`config.mk`:
```
export PLATFORM = sky130hd
export DESIGN_NAME = spm_controller_flat
export DESIGN_NICKNAME = d
export VERILOG_FILES = /design/src/rtl/spm_pkg.sv /design/src/rtl/spm_controller_if.sv /design/src/rtl/spm_bit_counter.sv /design/src/rtl/spm_controller.sv /design/src/flat_wrapper.sv
export SDC_FILE = /design/constraint.sdc
export NUM_CORES = 1
export LEC_CHECK = 0
export ABC_AREA = 1
export CORE_UTILIZATION = 30
export CTS_CLUSTER_SIZE = 25
export DETAILED_ROUTE_END_ITERATION = 10
export DONT_BUFFER_PORTS = 1
export PLACE_DENSITY_LB_ADDON = 0.3
export SETUP_SLACK_MARGIN = 0.4
export SYNTH_ARGS = -nofsm -noshare
export SYNTH_HDL_FRONTEND = slang
export SYNTH_SLANG_ARGS = --single-unit
```
`constraint.sdc`:
```
create_clock -name clk -period 5 [get_ports clk]
set_clock_uncertainty 0.05 [all_clocks]
set_input_delay 0.5 -clock clk [delete_from_list [all_inputs] [get_ports clk]]
set_output_delay 0.5 -clock clk [all_outputs]
set_load 0.1 [all_outputs]
```
`src/rtl/spm_pkg.sv`:
```
// Shared types and constants for the serial-parallel multiplier controller.
package spm_pkg;

    localparam int unsigned SPM_WIDTH  = 32;
    localparam int unsigned PROD_WIDTH = 2 * SPM_WIDTH;

    typedef enum logic [1:0] {
        ST_IDLE = 2'd0,
        ST_LOAD = 2'd1,
        ST_RUN  = 2'd2,
        ST_DONE = 2'd3
    } spm_state_e;

endpackage

```
`src/rtl/spm_controller_if.sv`:
```
// Bus-side handshakes plus the serial link to the SPM array, as seen by the controller.
interface spm_controller_if
    import spm_pkg::*;
#(
    parameter int unsigned WIDTH = SPM_WIDTH
);

    logic                 in_valid;
    logic                 in_ready;
    logic [WIDTH-1:0]     in_x;
    logic [WIDTH-1:0]     in_y;
    logic                 abort;
    logic                 out_valid;
    logic                 out_ready;
    logic [2*WIDTH-1:0]   out_p;
    logic                 busy;
    logic [WIDTH-1:0]     spm_x;
    logic                 spm_clr;
    logic                 spm_en;
    logic                 spm_y_bit;
    logic                 spm_p_bit;

    // Environment side: requester, consumer and datapath.
    modport master (
        output in_valid, in_x, in_y, abort, out_ready, spm_p_bit,
        input  in_ready, out_valid, out_p, busy, spm_x, spm_clr, spm_en, spm_y_bit
    );

    modport slave (
        input  in_valid, in_x, in_y, abort, out_ready, spm_p_bit,
        output in_ready, out_valid, out_p, busy, spm_x, spm_clr, spm_en, spm_y_bit
    );

endinterface

```
`src/rtl/spm_bit_counter.sv`:
```
// Serial bit counter; tc_o flags the last of the 2*WIDTH product bits.
module spm_bit_counter #(
    parameter int unsigned WIDTH = 32,
    parameter int unsigned CNT_W = $clog2(2 * WIDTH)
) (
    input  logic clk,
    input  logic rst,
    input  logic clr_i,
    input  logic en_i,
    output logic tc_o
);

    localparam logic [CNT_W-1:0] LAST = CNT_W'(2 * WIDTH - 1);

    logic [CNT_W-1:0] cnt_q, cnt_d;
    logic             tc_q;

    always_comb begin
        cnt_d = cnt_q;
        if (clr_i)     cnt_d = '0;
        else if (en_i) cnt_d = cnt_q + 1'b1;
    end

    // Terminal count is registered alongside the count so it tracks cnt_q exactly.
    always_ff @(posedge clk or posedge rst) begin
        if (rst) begin
            cnt_q <= '0;
            tc_q  <= 1'b0;
        end else begin
            cnt_q <= cnt_d;
            tc_q  <= (cnt_d == LAST);
        end
    end

    assign tc_o = tc_q;

endmodule

```
`src/rtl/spm_controller.sv`:
```
// Sequences one signed SPM multiply: load multiplicand, stream the sign-extended
// multiplier LSB-first for 2*WIDTH cycles, collect product bits, hand result out.
module spm_controller
    import spm_pkg::*;
#(
    parameter int unsigned WIDTH = SPM_WIDTH,
    parameter int unsigned CNT_W = $clog2(2 * WIDTH)
) (
    input  logic             clk,
    input  logic             rst,
    spm_controller_if.slave  bus
);

    localparam int unsigned PW = 2 * WIDTH;

    spm_state_e       state_q, state_d;
    logic [WIDTH-1:0] x_q, x_d;
    logic [WIDTH-1:0] y_q, y_d;
    logic [PW-1:0]    p_q, p_d;
    logic             in_ready_q, out_valid_q, busy_q, clr_q, en_q, ybit_q;
    logic             cnt_clr, cnt_en, cnt_tc;

    spm_bit_counter #(
        .WIDTH (WIDTH),
        .CNT_W (CNT_W)
    ) u_cnt (
        .clk   (clk),
        .rst   (rst),
        .clr_i (cnt_clr),
        .en_i  (cnt_en),
        .tc_o  (cnt_tc)
    );

    // Next-state and datapath register updates.
    always_comb begin
        state_d = state_q;
        x_d     = x_q;
        y_d     = y_q;
        p_d     = p_q;
        cnt_clr = 1'b0;
        cnt_en  = 1'b0;
        case (state_q)
            ST_IDLE: begin
                if (bus.in_valid) begin
                    state_d = ST_LOAD;
                    x_d     = bus.in_x;
                    y_d     = bus.in_y;
                    cnt_clr = 1'b1;
                end
            end
            ST_LOAD: begin
                state_d = bus.abort ? ST_IDLE : ST_RUN;
            end
            ST_RUN: begin
                if (bus.abort) begin
                    state_d = ST_IDLE;
                    p_d     = '0;
                end else begin
                    p_d    = {bus.spm_p_bit, p_q[PW-1:1]};
                    y_d    = {y_q[WIDTH-1], y_q[WIDTH-1:1]};
                    // Hold at terminal count so the counter never wraps.
                    cnt_en = !cnt_tc;
                    if (cnt_tc) state_d = ST_DONE;
                end
            end
            ST_DONE: begin
                if (bus.out_ready) state_d = ST_IDLE;
            end
            default: state_d = ST_IDLE;
        endcase
    end

    // Outputs are registered from the next state so they line up with state_q.
    always_ff @(posedge clk or posedge rst) begin
        if (rst) begin
            state_q     <= ST_IDLE;
            x_q         <= '0;
            y_q         <= '0;
            p_q         <= '0;
            in_ready_q  <= 1'b1;
            out_valid_q <= 1'b0;
            busy_q      <= 1'b0;
            clr_q       <= 1'b0;
            en_q        <= 1'b0;
            ybit_q      <= 1'b0;
        end else begin
            state_q     <= state_d;
            x_q         <= x_d;
            y_q         <= y_d;
            p_q         <= p_d;
            in_ready_q  <= (state_d == ST_IDLE);
            out_valid_q <= (state_d == ST_DONE);
            busy_q      <= (state_d == ST_LOAD) || (state_d == ST_RUN);
            clr_q       <= (state_d == ST_LOAD);
            en_q        <= (state_d == ST_RUN);
            ybit_q      <= (state_d == ST_RUN) && y_d[0];
        end
    end

    assign bus.in_ready  = in_ready_q;
    assign bus.out_valid = out_valid_q;
    assign bus.out_p     = p_q;
    assign bus.busy      = busy_q;
    assign bus.spm_x     = x_q;
    assign bus.spm_clr   = clr_q;
    assign bus.spm_en    = en_q;
    assign bus.spm_y_bit = ybit_q;

endmodule

```
`src/flat_wrapper.sv`:
```
// flat-port wrapper written by rule: the top's interface ports become plain ports
module spm_controller_flat import spm_pkg::*;
#(
    parameter int unsigned WIDTH = SPM_WIDTH,
    parameter int unsigned CNT_W = $clog2(2 * WIDTH)
)
  (clk, rst, bus_in_valid, bus_in_x, bus_in_y, bus_abort, bus_out_ready, bus_spm_p_bit, bus_in_ready, bus_out_valid, bus_out_p, bus_busy, bus_spm_x, bus_spm_clr, bus_spm_en, bus_spm_y_bit);
  spm_controller_if #(.WIDTH(WIDTH)) bus_i ();
  input  logic clk;
  input  logic rst;
  input wire logic [$bits(bus_i.in_valid)-1:0] bus_in_valid;
  input wire logic [$bits(bus_i.in_x)-1:0] bus_in_x;
  input wire logic [$bits(bus_i.in_y)-1:0] bus_in_y;
  input wire logic [$bits(bus_i.abort)-1:0] bus_abort;
  input wire logic [$bits(bus_i.out_ready)-1:0] bus_out_ready;
  input wire logic [$bits(bus_i.spm_p_bit)-1:0] bus_spm_p_bit;
  output wire logic [$bits(bus_i.in_ready)-1:0] bus_in_ready;
  output wire logic [$bits(bus_i.out_valid)-1:0] bus_out_valid;
  output wire logic [$bits(bus_i.out_p)-1:0] bus_out_p;
  output wire logic [$bits(bus_i.busy)-1:0] bus_busy;
  output wire logic [$bits(bus_i.spm_x)-1:0] bus_spm_x;
  output wire logic [$bits(bus_i.spm_clr)-1:0] bus_spm_clr;
  output wire logic [$bits(bus_i.spm_en)-1:0] bus_spm_en;
  output wire logic [$bits(bus_i.spm_y_bit)-1:0] bus_spm_y_bit;
  assign bus_i.in_valid = bus_in_valid;
  assign bus_i.in_x = bus_in_x;
  assign bus_i.in_y = bus_in_y;
  assign bus_i.abort = bus_abort;
  assign bus_i.out_ready = bus_out_ready;
  assign bus_i.spm_p_bit = bus_spm_p_bit;
  assign bus_in_ready = bus_i.in_ready;
  assign bus_out_valid = bus_i.out_valid;
  assign bus_out_p = bus_i.out_p;
  assign bus_busy = bus_i.busy;
  assign bus_spm_x = bus_i.spm_x;
  assign bus_spm_clr = bus_i.spm_clr;
  assign bus_spm_en = bus_i.spm_en;
  assign bus_spm_y_bit = bus_i.spm_y_bit;
  spm_controller #(.WIDTH(WIDTH), .CNT_W(CNT_W)) u_core (.clk(clk), .rst(rst), .bus(bus_i));
endmodule
```
==> results by group <==
Status
  – Status: finished clean

Critical path
  – Startpoint Class: register
  – Reg2reg path depth: 5
  – Family with the most delay on the worst path: buffers and inverters
  – CP max stage delay: 1.10 ns
  – Crit path kind: register to register
  – Crit. End Element: register
  – CP max-delay cell: inv_2
  – CP bufs+invs: 1
  – Critical Path AT: 3.08 ns
  – CP required: 5.30 ns
  – Flop2flop setup slack: between 2 and 2.5 ns
  – Crit-path cells: nor2_1 -> nand2_2 -> inv_2 -> a22oi_1 -> nand2_1
  – RR Endpoint: u_core.y_q[21]
  – Max FO, Critical Path: 65
  – CP startpoint: u_core.state_q[0]
  – R2r startpoint: u_core.state_q[0]

Synthesis
  – Post-Syn Area: 5720 um^2
  – Seq cells post-synth: 143
  – Xor/xnor share of the synthesized area: 0%
  – Post-synth ARST share: 100%
  – Synth unique cells: 24
  – Syn nets: 653
  – EDFF count, synth: 0
  – Multiplexer share of the synthesized area: 0%
  – Register area share after synthesis: between 60% and 70%
  – Synth top area share: 62.2%
  – Avg Cell Area, Syn: 9.89 um^2
  – Main synth FF type: dfrtp_1
  – Top cells by count, synth: nand2_1 (186), dfrtp_1 (142), inv_1 (86)
  – Syn. warnings: 0
  – Compound-Gate Fraction of Synth Area: roughly an eighth
  – Main combinational cell family by area after synthesis: simple AND/OR/NAND/NOR gates
  – Most common cell in the netlist: nand2_1
  – Yosys top cell by area: dfrtp_1
  – Post-synthesis adder-cell area fraction: 1.09%
  – Top cells by area, synth: dfrtp_1 (62%), nand2_1 (12%), o22ai_1 (6.8%)
  – Synth Area in Simple Gates: 14.2%
  – Post-Synthesis Cells: 578

Placed design
  – GPL Wtd Cong: ~0.73
  – Placement Setup Slack: roughly 2.3 ns
  – PortBufs: 0
  – Placed insts: 784
  – HPWL Detailed: roughly 8.2 mm

CTS
  – Worst-path clk slew: 0.06 ns
  – H-tree depth: 4
  – CTS tree: built
  – CTS Buf Count: 17
  – # hold bufs at CTS: 0
  – CTS resizes: 0
  – Number of clock sinks: 143
  – Worst skew pair latency: ~0.42 ns
  – CTS root buffer: clkbuf_16
  – Longest Clk Path Bufs: 2
  – Post-CTS Setup Repair Bufs: 0

Final layout
  – Final #Nets: 644
  – Non-filler cells, final: between 800 and 900
  – Ant. Diodes: 0
  – Finished Core Util: between 30% and 40%
  – Layout cell share with drive strength beyond 1: between 10% and 20%
  – Area grow syn2layout: 13.2%
  – Filler Cells Inserted: 1859

Drt
  – Number of remaining DRC errors: 0
  – First-pass DRT Iterations: 4
  – Total number of vias: 3922
  – DR WL/cell: roughly 15 um
  – DRT Wirelength: 12.5 mm
  – Post-route ant nets: 0
  – Vias per cell: 4.81
  – Violation count after the first detailed-route iteration: between 150 and 200

Floorplanning
  – Die Area: 19600 um^2
  – Core Region: 18700 um^2
  – I/O Pins: 172
  – Placement row count: 50
  – Die X: 140 um
  – Die height: 140 um
  – Initial cell density of the core: 30.6%

Timing
  – Final setup fails: 0
  – Relative slew slack: a little under a fifth
  – Actual slew at the worst max-slew pin: 1.23 ns
  – Hold Fails Final Rpt: 0
  – Slew Viols, Final: 0
  – Ratio of final minimum period to clock period: 55.6%
  – TNS Setup: 0 ns
  – RSZ-0062 raised after global routing: false
  – Max Clk Rate: 360 MHz
  – Tmin final: 2.78 ns
  – Setup WS post-layout: ~2.2 ns

Worst hold path
  – Worst hold path type: input pin to asynchronous set/reset pin

Global routing
  – GRT overflow: 0
  – Gr usage total: 13.3%
  – Vias in the first global route: 3954
  – Largest net degree at the start of global routing: 102
  – Initial antenna violation count: 0
  – First-pass GRT wire length: approximately 20 mm

Flow run
  – Max Cap Viol: 0
stage by stage:
step	area [um^2]	hold slack, ns
floorplan	5720	0.394
global placement	5860	0.419
CTS	6470	0.119
global route	6470	0.118
finish	6470	0.0624
detailed placement	5860	0.417
logic make-up (layout without fill, tap and decap cells):
| logic type | count (synthesis) | after routing |
|---|---|---|
| and+or+nand+nor | 208 | 208 |
| AOI/OAI and AO/OA | 102 | 102 |
| adders and majority gates | 5 | 5 |
| DFF | 143 | 143 |
| buffers and inverters | 120 | 124 |
how the worst max path moves through the flow:
stage	endpoint	slack [ns]	depth (start not counted)
after floorplan	u_core.bus.busy	0.61	1
after global placement	u_core.y_q[27]	2.43	5
after detailed placement	u_core.y_q[21]	2.27	5
after CTS	u_core.y_q[21]	2.25	5
after global routing	u_core.y_q[30]	1.96	5
final	u_core.y_q[21]	2.22	5
per-layer routing:
layer / wire (um) / up-vias / global-route usage (%)
li1: - / 1844 / -
met1: 5240 / 1907 / 15.3
met2: 5770 / 159 / 20.8
met3: 1320 / 12 / 7.04
met4: 148 / 0 / 5.21
met5: 0 / - / 0
cell type report:
type	count	area [um^2]	share of cell area, %
clock buffer	21	480	7.42
clock inverter	11	129	1.99
inverter	89	339	5.24
multi-input combinational	315	1630	25.2
sequential	143	3580	55.3
tap	234	293	4.52
timing repair buffer	3	22.5	0.348
worst register-to-register path, delay by kind of cell, from the launching register on:
family	cells	cell delay, ns
and+or+nand+nor	3	0.81
buffers and inverters	1	1.11
AOI/OAI and AO/OA	1	0.31
DFF	1	0.43
state kept, by name, summed over array words and instances (netlist names):
name,cells
u_core.y_q,32
u_core.bus.out_valid,1
u_core.bus.in_ready,1
u_core.bus.spm_x,32
u_core.state_q,2
u_core.bus.spm_y_bit,1
u_core.bus.out_p,64
u_core.u_cnt.tc_o,1
u_core.bus.spm_clr,1
u_core.u_cnt.cnt_q,6
u_core.bus.busy,1
u_core.bus.spm_en,1
cells in the final DEF, fill, tap and decap left out:
cell | synthesis | layout
nor2_1 | 9 | 9
nand2_2 | 1 | 2
dfrtp_1 | 142 | 142
a22oi_2 | 15 | 15
nand2_1 | 186 | 185
bufinv_16 | 0 | 2
buf_4 | 2 | 3
clkbuf_8 | 0 | 4
o211ai_2 | 1 | 1
nand4_1 | 1 | 1
inv_1 | 86 | 85
o221ai_1 | 1 | 1
o21ai_0 | 2 | 2
clkinv_2 | 0 | 2
clkinv_4 | 0 | 2
a22oi_1 | 15 | 15
nand3_1 | 9 | 9
o21ai_1 | 1 | 1
a21oi_1 | 4 | 4
inv_2 | 3 | 3
ha_1 | 5 | 5
clkbuf_16 | 0 | 17
dfstp_2 | 1 | 1
nor2_4 | 2 | 2
a31oi_1 | 1 | 1
o22ai_1 | 62 | 62
inv_6 | 0 | 4
clkinvlp_4 | 0 | 2
Power is left out: the tool's default activity adds up to more than one toggle a clock period on the data nets, which glitch-free logic cannot reach.
